==> src/rtl/imm_gen_pipe.sv <==
// imm_gen_pipe: pipelined immediate generator for the decode stage.
// Decodes the immediate format from the opcode of a 32-bit instruction word,
// sign-extends the immediate to XLEN and presents it, with a format code and
// the original word, on a registered valid/ready output.
// Optional feature macro: IMM_GEN_CSR_EN (CSR zimm decode, fmt code 6).
// Ports:
//   clk, reset          clock, asynchronous active-high reset
//   flush               synchronous flush of all buffered entries
//   in_valid/in_ready   input handshake, in_inst = instruction word
//   out_valid/out_ready output handshake
//   out_imm             extended immediate (XLEN bits)
//   out_fmt             0 NONE, 1 I, 2 S, 3 B, 4 U, 5 J, 6 CSR
//   out_inst            instruction word passed through
module imm_gen_pipe #(
  parameter int unsigned XLEN = 32,
  parameter int unsigned SKID = 1
) (
  input  logic            clk,
  input  logic            reset,
  input  logic            flush,
  input  logic            in_valid,
  output logic            in_ready,
  input  logic [31:0]     in_inst,
  output logic            out_valid,
  input  logic            out_ready,
  output logic [XLEN-1:0] out_imm,
  output logic [2:0]      out_fmt,
  output logic [31:0]     out_inst
);

  localparam logic [2:0] FMT_NONE = 3'd0;
  localparam logic [2:0] FMT_I    = 3'd1;
  localparam logic [2:0] FMT_S    = 3'd2;
  localparam logic [2:0] FMT_B    = 3'd3;
  localparam logic [2:0] FMT_U    = 3'd4;
  localparam logic [2:0] FMT_J    = 3'd5;
`ifdef IMM_GEN_CSR_EN
  localparam logic [2:0] FMT_CSR  = 3'd6;
`endif

  typedef enum logic [1:0] {ST_EMPTY, ST_ONE, ST_TWO} state_t;

  state_t            state, state_nxt;
  logic              load_out, load_skid, move_skid;
  logic              acc, drn;
  logic              rdy_q;
  logic [31:0]       dec_imm32;
  logic [2:0]        dec_fmt;
  logic [XLEN-1:0]   dec_imm;
  logic [XLEN-1:0]   skid_imm;
  logic [2:0]        skid_fmt;
  logic [31:0]       skid_inst;

  assign acc = in_valid && in_ready;
  assign drn = out_valid && out_ready;

  // rdy_q is low in reset and for the first cycle after; it gates in_ready in both modes
  assign in_ready = (SKID != 0) ? rdy_q : (rdy_q && (!out_valid || out_ready));

  // Immediate decode: build a 32-bit immediate, then sign-extend from bit 31
  always_comb begin
    dec_imm32 = 32'd0;
    dec_fmt   = FMT_NONE;
    case (in_inst[6:0])
      7'b0010011, 7'b0000011, 7'b1100111: begin
        dec_fmt   = FMT_I;
        dec_imm32 = {{20{in_inst[31]}}, in_inst[31:20]};
      end
      7'b0011011: begin
        if (XLEN == 64) begin
          dec_fmt   = FMT_I;
          dec_imm32 = {{20{in_inst[31]}}, in_inst[31:20]};
        end
      end
      7'b0100011: begin
        dec_fmt   = FMT_S;
        dec_imm32 = {{20{in_inst[31]}}, in_inst[31:25], in_inst[11:7]};
      end
      7'b1100011: begin
        dec_fmt   = FMT_B;
        dec_imm32 = {{19{in_inst[31]}}, in_inst[31], in_inst[7],
                     in_inst[30:25], in_inst[11:8], 1'b0};
      end
      7'b0110111, 7'b0010111: begin
        dec_fmt   = FMT_U;
        dec_imm32 = {in_inst[31:12], 12'd0};
      end
      7'b1101111: begin
        dec_fmt   = FMT_J;
        dec_imm32 = {{11{in_inst[31]}}, in_inst[31], in_inst[19:12],
                     in_inst[20], in_inst[30:21], 1'b0};
      end
`ifdef IMM_GEN_CSR_EN
      7'b1110011: begin
        // zimm is zero-extended: bit 31 of the 32-bit form is always 0 here
        if (in_inst[14]) begin
          dec_fmt   = FMT_CSR;
          dec_imm32 = {27'd0, in_inst[19:15]};
        end
      end
`endif
      default: begin
        dec_fmt   = FMT_NONE;
        dec_imm32 = 32'd0;
      end
    endcase
  end

  assign dec_imm = XLEN'($signed(dec_imm32));

  // State register
  always_ff @(posedge clk or posedge reset) begin
    if (reset) state <= ST_EMPTY;
    else       state <= state_nxt;
  end

  // Next state and datapath steering; TWO is unreachable when SKID=0
  always_comb begin
    state_nxt = state;
    load_out  = 1'b0;
    load_skid = 1'b0;
    move_skid = 1'b0;
    case (state)
      ST_EMPTY: begin
        if (acc) begin
          state_nxt = ST_ONE;
          load_out  = 1'b1;
        end
      end
      ST_ONE: begin
        if (acc && !drn) begin
          state_nxt = ST_TWO;
          load_skid = 1'b1;
        end else if (!acc && drn) begin
          state_nxt = ST_EMPTY;
        end else if (acc && drn) begin
          load_out  = 1'b1;
        end
      end
      ST_TWO: begin
        if (drn) begin
          state_nxt = ST_ONE;
          move_skid = 1'b1;
        end
      end
      default: state_nxt = ST_EMPTY;
    endcase
    // flush discards the offered word and any drain; payload registers keep their values
    if (flush) begin
      state_nxt = ST_EMPTY;
      load_out  = 1'b0;
      load_skid = 1'b0;
      move_skid = 1'b0;
    end
  end

  // Output register, skid entry and ready flag
  always_ff @(posedge clk or posedge reset) begin
    if (reset) begin
      out_valid <= 1'b0;
      out_imm   <= '0;
      out_fmt   <= FMT_NONE;
      out_inst  <= 32'd0;
      skid_imm  <= '0;
      skid_fmt  <= FMT_NONE;
      skid_inst <= 32'd0;
      rdy_q     <= 1'b0;
    end else begin
      out_valid <= (state_nxt != ST_EMPTY);
      rdy_q     <= (SKID != 0) ? (state_nxt != ST_TWO) : 1'b1;
      if (load_out) begin
        out_imm  <= dec_imm;
        out_fmt  <= dec_fmt;
        out_inst <= in_inst;
      end else if (move_skid) begin
        out_imm  <= skid_imm;
        out_fmt  <= skid_fmt;
        out_inst <= skid_inst;
      end
      if (load_skid) begin
        skid_imm  <= dec_imm;
        skid_fmt  <= dec_fmt;
        skid_inst <= in_inst;
      end
    end
  end

endmodule

==> config.mk <==
export PLATFORM = sky130hd
export DESIGN_NAME = imm_gen_pipe
export DESIGN_NICKNAME = d
export VERILOG_FILES = /design/src/rtl/imm_gen_pipe.sv
export SDC_FILE = /design/constraint.sdc
export NUM_CORES = 1
export LEC_CHECK = 0
export ABC_CLOCK_PERIOD_IN_PS = 6400
export CAP_MARGIN = 25
export CORE_ASPECT_RATIO = 1.2
export CORE_MARGIN = 3
export CORE_UTILIZATION = 33
export CTS_BUF_LIST = sky130_fd_sc_hd__clkbuf_4 sky130_fd_sc_hd__clkbuf_8 sky130_fd_sc_hd__clkbuf_16
export CTS_CLUSTER_SIZE = 14
export DETAILED_ROUTE_END_ITERATION = 8
export GPL_ROUTABILITY_DRIVEN = 0
export PLACE_DENSITY = 0.56
export SLEW_MARGIN = 25
export SYNTH_ARGS = -nofsm -noshare
export SYNTH_HDL_FRONTEND = slang
export SYNTH_SLANG_ARGS = --single-unit
==> constraint.sdc <==
create_clock -name clk -period 6.4 [get_ports clk]
set_input_delay 1.28 -clock clk [delete_from_list [all_inputs] [get_ports clk]]
set_output_delay 1.28 -clock clk [all_outputs]
set_load 0.01 [all_outputs]
==> impl_metrics.env, run 1 <==
export IMPL_run_status="completed"
export IMPL_hold_path_class="flip-flop to flip-flop"
export IMPL_worstSetupPathType="input port to flip-flop"
export IMPL_wl_per_cell_um=18.2
export IMPL_ctsHoldBuffers=0
export IMPL_n_fill_cell=1673
export IMPL_required_ns=6.75
export IMPL_area_delta_synth_final_pct=30.8
export IMPL_holdPathStages=2
export IMPL_vias=4878
export IMPL_cp_slowest_cell="a22oi_2"
export IMPL_overflow=0
export IMPL_worst_setup_path_start_kind="input port"
export IMPL_drc=0
export IMPL_die_width_um=129
export IMPL_crit_chain="clkdlybuf4s50_1, and4bb_4, a22oi_2, buf_4, a22o_1, a21o_1"
export IMPL_finalCritPeriodShare=0.537
export IMPL_syn_area_per_cell_um2=10.1
export IMPL_ir_drop_v=0.000172
export IMPL_synth_area_um2=5960
export IMPL_async_flop_share=1.00
export IMPL_drt_initial_drc_count=361
export IMPL_crit_buf_inv=2
export IMPL_reg2reg_to="out_imm[11]$_DFFE_PP0P_"
export IMPL_r2r_start="state[1]$_DFF_PP0_"
export IMPL_drive_gt1_frac=0.0839
export IMPL_die_area_um2=19700
export IMPL_wl_mm=16.6
export IMPL_layout_commonest_cell="nand2_1"
export IMPL_max_freq_mhz=291
export IMPL_hp_start="skid_inst[19]$_DFFE_PP0P_"
export IMPL_viasPerCell=5.35
export IMPL_ys_types=50
export IMPL_cts_root_buf="clkbuf_16"
export IMPL_holdPathEnd="skid_inst[19]$_DFFE_PP0P_"
export IMPL_antenna_found_initial=0
export IMPL_powerDensity_nw_per_um2=354
export IMPL_finalSetupTns_ns=0
export IMPL_final_cell_mix="nand2_1, dfrtp_1, clkdlybuf4s50_1, a22oi_1, nand3_1"
export IMPL_slew_headroom=0.400
export IMPL_slew_viol_final=0
export IMPL_grt_max_degree=101
export IMPL_fin_crit_ns=3.43
export IMPL_cts_setup_buffers=0
export IMPL_ys_flop_type="dfrtp_1"
export IMPL_first_pass_iters=5
export IMPL_grt_pass1_vias=4998
export IMPL_clk_pin_slew_ns=0.06
export IMPL_synth_edf_count=0
export IMPL_crit_family="buffers and inverters"
export IMPL_crit_cells=6
export IMPL_core_area_um2=17600
export IMPL_grt_setup_unrepaired="false"
export IMPL_final_setup_viol_count=0
export IMPL_grt_use_total=0.172
export IMPL_skew_ns=0.00825
export IMPL_htree_levels=4
export IMPL_p_leak_nw=3.63
export IMPL_num_nets_final=715
export IMPL_synthCells=590
export IMPL_antenna_left=0
export IMPL_synth_seq_cells=138
export IMPL_ioPinCount=106
export IMPL_maxCapViolCount=0
export IMPL_io_buffer_count=105
export IMPL_endpoint_kind="flip-flop"
export IMPL_finalHoldViolations=0
export IMPL_cts_path_max_buffers=2
export IMPL_worst_slew_pin_transition_ns=0.900
export IMPL_cts_resized_gates=0
export IMPL_synth_nets=627
export IMPL_reg2reg_depth=5
export IMPL_die_y_um=153
export IMPL_diodes=0
export IMPL_clkSinkCount=138
export IMPL_worst_path_largest_cell_delay_ns=0.69
export IMPL_cts_tree="built"
export IMPL_num_rows=53
export IMPL_initial_utilization=0.338
export IMPL_path_max_fanout=50
export IMPL_cp_arrival_ns=3.79
export IMPL_holdWs_ns=0.475
export IMPL_yosysWarnings=0
export IMPL_reg2reg_setup_slack_ns=4.00
export IMPL_post_route_util=0.442
export IMPL_seq_area_frac_synth=0.579
export IMPL_hpwl_mm=10.8
export IMPL_clock_latency_ns=0.42
export IMPL_grt_first_pass_wirelength_mm=26.8
export IMPL_cts_buffers_inserted=17
==> state kept, by name (all words and copies together), names as in the netlist <==
| register | flops |
|---|---|
| out_imm | 32 |
| out_inst | 32 |
| skid_imm | 32 |
| skid_inst | 32 |
| out_fmt | 3 |
| skid_fmt | 3 |
| state | 2 |
| in_ready | 1 |
| out_valid | 1 |
==> synthesized netlist by cell type (4+ instances only) <==
master,number,share of area
nand2_1,182,0.11
dfrtp_1,138,0.58
a22oi_1,54,0.068
nand3_1,40,0.034
buf_2,19,0.016
clkbuf_1,15,0.0094
o21ai_0,15,0.013
a22o_1,14,0.021
a221o_1,13,0.022
nor2_1,12,0.0076
a21oi_1,10,0.0084
o211ai_1,10,0.013
a21o_1,6,0.0076
and2_1,5,0.0052
buf_4,5,0.0063
mux2_2,5,0.0094
inv_1,4,0.0025
==> final cells by class <==
class	count	area [µm²]	area share
clock buffer	23	502	0.0643
inverter	4	20.0	0.00257
multi-input combinational	407	2300	0.295
tap	220	275	0.0353
sequential	138	3450	0.443
timing repair buffer	110	1090	0.140
clock inverter	9	159	0.0204
==> metal layers <==
| metal | up-vias | GRT usage | routed length [µm] |
|---|---|---|---|
| li1 | 2260 | - | - |
| met5 | - | 0 | 0 |
| met1 | 2437 | 0.230 | 7280 |
| met3 | 31 | 0.0388 | 846 |
| met4 | 0 | 0.0700 | 420 |
| met2 | 150 | 0.268 | 8070 |
==> through the flow <==
stage | total power, mW | area [µm²] | cells | worst slack (ns)
floorplan | 1.44 | 5960 | 590 | 1.42
global placement | 1.68 | 7140 | 879 | 2.44
detailed placement | 1.70 | 7140 | 879 | 2.55
CTS | 2.79 | 7800 | 911 | 2.98
global route | 2.90 | 7800 | 911 | 2.85
finish | 2.76 | 7800 | 911 | 2.97
==> worst min-delay path, delay by kind of cell (launching register included) <==
kind / cells / cell delay, ns
flip-flops: 1 / 0.34
AND/OR/NAND/NOR: 2 / 0.10
==> where the power goes <==
part	internal (mW)	switching, mW
Clock	0.710	0.371
Sequential	1.07	0.115
Combinational	0.244	0.251
Total	2.03	0.737
==> logic make-up (layout without fill, tap and decap cells) <==
group	count (synthesis)	in the layout	synth area share
compound gates	136	136	0.171
xor+xnor	1	1	0.00147
buf+inv	45	146	0.0380
flops	138	138	0.579
mux	8	8	0.0153
simple gates	262	262	0.195
==> how the worst max path moves through the flow <==
| stage | end | from |
|---|---|---|
| final | out_imm[11]$_DFFE_PP0P_ | flush |
| after detailed placement | out_imm[4]$_DFFE_PP0P_ | flush |
| after global placement | skid_imm[4]$_DFFE_PP0P_ | flush |
| after CTS | out_imm[11]$_DFFE_PP0P_ | flush |
| after global routing | out_imm[4]$_DFFE_PP0P_ | flush |
| after floorplan | in_ready$_DFF_PP0_ | reset |
Power figures use the tool's default switching activity.
==> inputs of run 2 (changes only) <==
Settings changed: ABC_CLOCK_PERIOD_IN_PS 6400 to 3400.
Clock period 6.4 ns to 3.4 ns, I/O delays scaled along.
==> run 2 against run 1 <==
Against the previous run:
- count of clock-buffer cells in the layout up 3
- clock skew fell by 0.0016 ns
- design area up 0.58%
- critical endpoint is now out_imm[20]$_DFFE_PP0P_
==> impl_metrics.env, run 2 (same netlist as run 1, synthesis figures left out) <==
export IMPL_p_leak_nw=3.67
export IMPL_grt_first_pass_wirelength_mm=26.7
export IMPL_cts_resized_gates=0
export IMPL_cts_setup_buffers=0
export IMPL_cts_root_buf="clkbuf_16"
export IMPL_viasPerCell=5.28
export IMPL_io_buffer_count=105
export IMPL_fin_crit_ns=2.59
export IMPL_diodes=0
export IMPL_clkSinkCount=138
export IMPL_finalSetupTns_ns=0
export IMPL_antenna_found_initial=0
export IMPL_wl_mm=16.4
export IMPL_drt_initial_drc_count=414
export IMPL_startpoint="in_inst[2]"
export IMPL_maxCapViolCount=0
export IMPL_slew_viol_final=0
export IMPL_grt_setup_unrepaired="false"
export IMPL_post_dp_cell_area_um2=7240
export IMPL_crit_chain="clkdlybuf4s50_1, nand4bb_1, o22ai_4, nand4_1, nand3_1"
export IMPL_dp_cells=888
export IMPL_ioPinCount=106
export IMPL_vias=4860
export IMPL_finalCritPeriodShare=0.762
export IMPL_max_freq_mhz=386
export IMPL_ctsHoldBuffers=0
export IMPL_grt_max_degree=68
export IMPL_skew_ns=0.00666
export IMPL_die_y_um=153
export IMPL_area_delta_synth_final_pct=31.6
export IMPL_first_pass_iters=5
export IMPL_worst_path_largest_cell_delay_ns=0.66
export IMPL_htree_levels=4
export IMPL_initial_utilization=0.338
export IMPL_required_ns=3.73
export IMPL_cts_path_max_buffers=2
export IMPL_endpoint_kind="flip-flop"
export IMPL_worstSetupPathType="input port to flip-flop"
export IMPL_drive_gt1_frac=0.0943
export IMPL_holdWs_ns=0.474
export IMPL_num_rows=53
export IMPL_fin_cells=920
export IMPL_run_status="completed"
export IMPL_cts_tree="built"
export IMPL_clock_latency_ns=0.42
export IMPL_final_cell_mix="nand2_1, dfrtp_1, clkdlybuf4s50_1, a22oi_1, nand3_1"
export IMPL_hpwl_mm=11.4
export IMPL_clk_pin_slew_ns=0.05
export IMPL_cts_buffers_inserted=17
export IMPL_r2r_start="state[1]$_DFF_PP0_"
export IMPL_antenna_left=0
export IMPL_drc=0
export IMPL_post_route_util=0.445
export IMPL_fin_area_um2=7850
export IMPL_hold_path_class="flip-flop to flip-flop"
export IMPL_layout_commonest_cell="nand2_1"
export IMPL_powerDensity_nw_per_um2=643
export IMPL_overflow=0
export IMPL_regArea_um2=3450
export IMPL_ir_drop_v=0.000353
export IMPL_worst_setup_path_start_kind="input port"
export IMPL_wl_per_cell_um=17.9
export IMPL_grt_use_total=0.172
export IMPL_worst_slew_pin_transition_ns=0.644
export IMPL_hp_start="skid_inst[19]$_DFFE_PP0P_"
export IMPL_cp_arrival_ns=2.92
export IMPL_path_max_fanout=14
export IMPL_n_fill_cell=1690
export IMPL_finalHoldViolations=0
export IMPL_slew_headroom=0.568
export IMPL_die_area_um2=19700
export IMPL_core_area_um2=17600
export IMPL_die_width_um=129
export IMPL_num_nets_final=724
export IMPL_final_setup_viol_count=0
export IMPL_grt_pass1_vias=4902
export IMPL_multi_input_area_um2=2300
export IMPL_cp_slowest_cell="clkdlybuf4s50_1"
[run 2: changes by cell type in the layout (fill, tap and decap cells not counted), sizes merged]
cell,before,now
clkbuf,23,26
bufinv,4,2
inv,5,3
clkinv,0,3
buf,5,14
clkinvlp,4,2
[run 2: layer usage]
layer  wire [µm]  global-route usage  vias to the layer above
met5           0                   0                        -
met4         278              0.0590                        0
met3         781              0.0325                       19
met2        8450               0.281                      142
met1        6940               0.228                     2431
li1            -                   -                     2268
[run 2: through the flow]
stage | power, mW | setup WS (ns)
4_1_cts | 5.10 | 0.853
6_report | 5.04 | 0.810
2_1_floorplan | 2.71 | 0.999
3_3_place_gp | 3.18 | 0.461
3_5_place_dp | 3.22 | 0.385
5_1_grt | 5.33 | 0.645
[run 2: layout make-up]
cell class                      instances  share of cell area
Multi-Input combinational cell        407               0.293
Timing Repair Buffer                  119               0.152
Clock buffer                           26              0.0660
Tap cell                              220              0.0351
Inverter                                4             0.00239
Sequential cell                       138               0.440
Clock inverter                          6              0.0110
[run 2: report_power, final]
part	total [mW]	switching [mW]	internal [mW]
clock network	1.86	0.665	1.20
logic	0.944	0.470	0.474
registers	2.24	0.221	2.02
[run 2: worst max-delay path, delay by kind of cell]
kind            cells  cell delay [ns]
compound gates      1             0.34
simple gates        3             1.23
buf+inv             1             0.66
[run 2: worst paths after layout]
path                                              to  slack, ns  depth (start not counted)
setup / recovery             out_imm[20]$_DFFE_PP0P_       0.81                          5
setup reg to reg            skid_imm[24]$_DFFE_PP0P_       1.28                          4
hold reg to reg            skid_inst[19]$_DFFE_PP0P_       0.47                          2
hold / removal             skid_inst[19]$_DFFE_PP0P_       0.47                          2
max in group asynchronous        out_valid$_DFF_PP0_       2.06                          3
min in group asynchronous   skid_imm[23]$_DFFE_PP0P_       0.59                          2
==> inputs of run 3 (changes only) <==
Settings changed: ABC_CLOCK_PERIOD_IN_PS 3400 to 2500.
Clock period 3.4 ns to 2.5 ns, I/O delays scaled along.
==> run 3 against run 2 <==
Against the previous run:
- combinational power increased by 39%
- sequential cell count unchanged
- worst hold slack is essentially flat
- largest cell class unchanged
- clock skew grew 0.0035 ns
- cell count rose by 1.2%
- highest routed layer unchanged
- clock power grew 38%
- sequential share of layout area fell by 0.77 points
- die area unchanged
- power increased by 37%
- critical path depth is the same
==> impl_metrics.env, run 3 (same netlist as run 1, synthesis figures left out) <==
export IMPL_run_status="completed"
export IMPL_hold_path_class="flip-flop to flip-flop"
export IMPL_worst_slew_pin_transition_ns=0.506
export IMPL_antenna_left=0
export IMPL_die_area_um2=19700
export IMPL_wl_mm=16.7
export IMPL_cts_tree="built"
export IMPL_finalSetupTns_ns=0
export IMPL_num_rows=53
export IMPL_grt_setup_unrepaired="false"
export IMPL_cts_setup_buffers=0
export IMPL_finalCritPeriodShare=0.802
export IMPL_final_cell_mix="nand2_1, dfrtp_1, clkdlybuf4s50_1, a22oi_1, nand3_1"
export IMPL_worst_setup_path_start_kind="input port"
export IMPL_diodes=0
export IMPL_hpwl_mm=11.4
export IMPL_p_total_mw=6.92
export IMPL_ctsHoldBuffers=0
export IMPL_grt_pass1_vias=5074
export IMPL_slew_headroom=0.663
export IMPL_clkSinkCount=138
export IMPL_first_pass_iters=5
export IMPL_cts_root_buf="clkbuf_16"
export IMPL_final_setup_viol_count=0
export IMPL_n_fill_cell=1680
export IMPL_clk_pin_slew_ns=0.06
export IMPL_wl_per_cell_um=17.9
export IMPL_overflow=0
export IMPL_die_width_um=129
export IMPL_area_delta_synth_final_pct=33.9
export IMPL_initial_utilization=0.338
export IMPL_ioPinCount=106
export IMPL_endpoint_kind="flip-flop"
export IMPL_finalHoldViolations=0
export IMPL_cts_path_max_buffers=2
export IMPL_maxCapViolCount=0
export IMPL_cp_slowest_cell="clkdlybuf4s50_1"
export IMPL_clock_latency_ns=0.41
export IMPL_grt_use_total=0.174
export IMPL_worst_path_largest_cell_delay_ns=0.63
export IMPL_cp_arrival_ns=2.35
export IMPL_fin_crit_ns=2.01
export IMPL_cts_buffers_inserted=17
export IMPL_grt_max_degree=95
export IMPL_crit_chain="clkdlybuf4s50_1, nand4bb_1, o22ai_4, and2_1, a22o_1"
export IMPL_grt_first_pass_wirelength_mm=27.4
export IMPL_worst_slack_ns=0.494
export IMPL_max_freq_mhz=499
export IMPL_powerDensity_nw_per_um2=867
export IMPL_drt_initial_drc_count=429
export IMPL_core_area_um2=17600
export IMPL_skew_ns=0.0101
export IMPL_layout_commonest_cell="nand2_1"
export IMPL_required_ns=2.84
export IMPL_slew_viol_final=0
export IMPL_pre_cts_ws_ns=0.134
export IMPL_num_nets_final=736
export IMPL_drive_gt1_frac=0.108
export IMPL_die_y_um=153
export IMPL_worstSetupPathType="input port to flip-flop"
export IMPL_htree_levels=4
export IMPL_vias=4975
export IMPL_io_buffer_count=105
export IMPL_ir_drop_v=0.000442
export IMPL_p_leak_nw=3.75
export IMPL_viasPerCell=5.34
export IMPL_drc=0
export IMPL_cts_resized_gates=0
export IMPL_path_max_fanout=9
export IMPL_antenna_found_initial=0
-- run 3: cell count changes in the layout (fill, tap and decap cells not counted), sizes merged --
cell    previous run  this run
bufinv             2         3
clkbuf            26        20
buf               14        26
clkinv             3         5
inv                3         5
-- run 3: final cells by class --
cell class / count / area, µm² / share of cell area
multi-input cells: 407 / 2300 / 0.288
repair buffers: 131 / 1330 / 0.167
clock inverters: 11 / 144 / 0.0180
flip-flops and latches: 138 / 3450 / 0.432
clock buffers: 20 / 460 / 0.0577
inverters: 4 / 18.8 / 0.00235
well taps: 220 / 275 / 0.0345
-- run 3: path summary, 6_finish.rpt --
check / slack [ns] / end / depth (start not counted) / start
min in group asynchronous: 0.56 / out_imm[22]$_DFFE_PP0P_ / 3 / reset
setup reg to reg: 0.66 / skid_imm[0]$_DFFE_PP0P_ / 4 / state[1]$_DFF_PP0_
hold / removal: 0.47 / skid_inst[15]$_DFFE_PP0P_ / 2 / skid_inst[15]$_DFFE_PP0P_
setup / recovery: 0.49 / skid_imm[10]$_DFFE_PP0P_ / 5 / in_inst[1]
hold reg to reg: 0.47 / skid_inst[15]$_DFFE_PP0P_ / 2 / skid_inst[15]$_DFFE_PP0P_
max in group asynchronous: 1.47 / out_imm[4]$_DFFE_PP0P_ / 3 / reset
-- run 3: metal layers --
metal | up-vias | global-route usage | share of wire
li1 | 2310 | - | -
met1 | 2491 | 0.232 | 0.44
met2 | 158 | 0.282 | 0.49
met3 | 16 | 0.0391 | 0.051
met4 | 0 | 0.0505 | 0.014
met5 | - | 0 | 0
-- run 3: metrics by stage --
step	util	hold WS, ns	cells	instance area, µm²
after floorplan	-	0.446	590	5970
after global placement	0.418	0.457	900	7380
after detailed placement	0.418	0.462	900	7380
after CTS	0.453	0.478	931	7990
after global routing	0.453	0.493	931	7990
final	0.453	0.474	931	7990
-- run 3: power by group --
group | internal, mW | total [mW] | switching [mW]
Clock | 1.63 | 2.57 | 0.940
Combinational | 0.665 | 1.31 | 0.648
Sequential | 2.74 | 3.04 | 0.298
Total | 5.04 | 6.92 | 1.89
-- run 3: worst max-delay path: cells and delay by family --
| family | cells | cell delay [ns] |
|---|---|---|
| AO/OA/AOI/OAI | 2 | 0.55 |
| buffers and inverters | 1 | 0.63 |
| AND/OR/NAND/NOR | 2 | 0.67 |
